**config.mk**
```make
export PLATFORM = sky130hd
export DESIGN_NAME = sat_counter
export DESIGN_NICKNAME = d
export VERILOG_FILES = /design/src/rtl/count_seq_checker_sat_counter.sv
export SDC_FILE = /design/constraint.sdc
export NUM_CORES = 1
export LEC_CHECK = 0
export ABC_AREA = 1
export CAP_MARGIN = 20
export CORE_AREA = 2 2 39 41
export DETAILED_ROUTE_END_ITERATION = 7
export DIE_AREA = 0 0 41 43
export SLEW_MARGIN = 20
export SYNTH_ARGS = -nofsm -noshare
export SYNTH_HDL_FRONTEND = slang
export SYNTH_SLANG_ARGS = --single-unit
```
**constraint.sdc**
```tcl
create_clock -name clk -period 1.9 [get_ports clk]
set_input_delay 0.285 -clock clk [delete_from_list [all_inputs] [get_ports clk]]
set_output_delay 0.285 -clock clk [all_outputs]
set_load 0.005 [all_outputs]
```
**src/rtl/count_seq_checker_sat_counter.sv**
```systemverilog
// Saturating incrementer with synchronous clear; clear has priority over increment.
module sat_counter #(
    parameter int unsigned W = 8
) (
    input  logic         clk,
    input  logic         rst_n,
    input  logic         i_clear,
    input  logic         i_inc,
    output logic [W-1:0] o_count
);
    logic [W-1:0] r_count;

    always_ff @(posedge clk) begin
        if (!rst_n) begin
            r_count <= '0;
        end else if (i_clear) begin
            r_count <= '0;
        end else if (i_inc && (r_count != {W{1'b1}})) begin
            r_count <= r_count + W'(1);
        end
    end

    assign o_count = r_count;
endmodule

```
==> run summary <==
Status - finished, final reports clean
Worst path cell trace - clkdlybuf4s50_1
Initial Util - 33.5%
Hold_buf cts - 0
Layout Nets - 93
Finished Cell Area - 616 um^2
Initial antenna violation count - 0
RR Startpoint - o_count[0]$_SDFFE_PP0P_
Hold crit path type - reg -> reg
GPL Wtd Cong - 0.760
Die Height - 43 um
CP max FO - 6
Met2 WL - 382 um
RSZ-0062 raised after global routing - no
Kind of critical path - reg -> out
Ant. Diodes - 0
Post-cts resize count - 0
R2R depth - 8
Async SR Flop Fraction - 0%
Finished Core Util - 44.5%
Final std cells w/o fill - 102
Wl on met1 - 464 um
Core Box Area - 1380 um^2
Max layer used - met4
Final Hold Vio Count - 0
Clk_skew - 0.000726 ns
CTS tree - done
GRT overflow - 0
Post-CTS Setup Repair Bufs - 0
Hold Path Stages - 2
Post-DP Area - 593 um^2
Main synth FF type - dfxtp_1
Maximum buffer depth of the clock tree - 2
Rows - 14
H-tree Lvls - 1
Minimum clock period - 1.53 ns
Drt drc - 0
Post-synth top cells - 17 x nand2_1, 13 x nor2_1, 8 x dfxtp_1, 8 x inv_1, 6 x a21oi_1
Slew Limit Fails - 0
Worst-Skew Late Latency - 0.25 ns
Synth area leader - dfxtp_1
Vias in the first global route - 389
Mapped cell area - 463 um^2
Most frequent cell after synthesis - nand2_1
Die width - 41 um
Vias per cell - 4.51
Crit. End Element - output port
Maximum VDD drop - 367 uV
Leak pwr - 0.263 nW
Slew headroom - 71.0%
IO Count - 12
F_max - 654 MHz
Pwr Density - 528 nW/um^2
DRT Pass-1 Iters - 4
CTS Buf Count - 3
Setup crit start kind - register
Wirelength, routed - 905 um
R2r setup slk - 0.58 ns
Met3 WL - 42 um
Count of cell types in the netlist - 18
CP peak stage delay - 0.55 ns
GRT Util Overall - 13.3%
CP max-delay cell - clkdlybuf4s50_1
Maximum number of pins on one net before global-route repair - 11
Final worst-path cycle share - 80.4%
Critical Path RT - 1.62 ns
Synth area leaders - dfxtp_1 35%, nand2_1 14%, nor2_1 11%
Placed cells - 99
Hold Path End - o_count[1]$_SDFFE_PP0P_
Syn Nets - 77
Setup TNS - 0 ns
Area grow syn2layout - 33.0%
Vias - 460
Mapped Cells - 72
Yosys warning count - 0
Synthesis-stage register bit count - 8
Final count of negative-setup-slack endpoints - 0
Top-area cell type share of the netlist area - 34.6%
Slew @ Worst Pin - 0.433 ns
Die Area - 1760 um^2
Crit path buf inv count - 1
Clock Sinks - 8
Dpl hpwl - 693 um
Wire per inst - 8.87 um
Worst path top cell family by delay - buffers and inverters
Layout cell share with drive strength beyond 1 - 11.6%
Clock transition at path regs - 0.05 ns
Worst r2r dst - o_count[6]$_SDFFE_PP0P_
First-pass GRT wire length - 1600 um
Hold Crit Start - o_count[1]$_SDFFE_PP0P_
Critical Path AT - 1.24 ns
Root Driver - clkbuf_4
Number of flops mapped to enable cells by yosys - 0
DRT antenna net count - 0
IO Port Bufs - 11
MaxCap Viol Count - 0
Average size of a mapped cell - 6.43 um^2
Register area share after synthesis - 34.6%
Final hold slack - 0.534 ns
Initial DRC Count - 17
Largest register FFs - 8
-- cells in the final DEF (no fill, tap or decap) --
cell	instances
nand4_1	1
ha_1	1
nor2_4	1
dfxtp_1	8
nand3_1	4
nand2_4	1
inv_1	8
a21oi_1	6
clkbuf_4	3
nor2_2	2
buf_4	1
o21ai_0	2
nand2_1	17
clkinv_1	1
nand2_2	1
nor2_1	13
inv_2	1
nor3_1	2
nand3b_1	2
clkdlybuf4s50_1	11
-- kinds of logic after synthesis --
| kind of cell | count (synthesis) | synth area share, % |
|---|---|---|
| buffers and inverters | 11 | 9.73 |
| and+or+nand+nor | 44 | 44.3 |
| DFF | 8 | 34.6 |
| adders and majority gates | 1 | 2.70 |
| AOI/OAI and AO/OA | 8 | 8.65 |
-- metrics by stage --
stage	power (mW)	setup WS [ns]
6_report	0.325	0.372
3_3_place_gp	0.202	0.412
3_5_place_dp	0.201	0.415
2_1_floorplan	0.189	0.716
4_1_cts	0.332	0.363
5_1_grt	0.350	0.326
-- worst max path at each step --
stage / slack [ns] / start / endpoint / cells after the start
3_3_place_gp: 0.41 / i_inc / o_count[7]$_SDFFE_PP0P_ / 7
4_1_cts: 0.36 / o_count[2]$_SDFFE_PP0P_ / o_count[2] / 1
2_1_floorplan: 0.72 / o_count[0]$_SDFFE_PP0P_ / o_count[6]$_SDFFE_PP0P_ / 8
5_1_grt: 0.33 / o_count[2]$_SDFFE_PP0P_ / o_count[2] / 1
3_5_place_dp: 0.42 / i_inc / o_count[7]$_SDFFE_PP0P_ / 6
6_report: 0.37 / o_count[2]$_SDFFE_PP0P_ / o_count[2] / 1
-- cell type report --
type	instances	area, um^2
tap	16	20.0
fill	149	768
timing repair buffer	12	118
clock buffer	3	22.5
inverter	10	37.5
sequential	8	160
multi-input combinational	53	258
-- power by group --
part	total (mW)	switching (mW)	internal, mW
registers	0.172	0.00217	0.170
logic	0.0260	0.0114	0.0146
clock network	0.127	0.0552	0.0721
total	0.325	0.0688	0.257
-- metal layers --
layer / global-route usage [%] / up-vias
met2: 17.8 / 12
met1: 18.7 / 190
met5: 0 / -
met4: 8.00 / 0
met3: 3.14 / 4
li1: - / 254
Note: power is estimated with default switching activity, not from simulation.
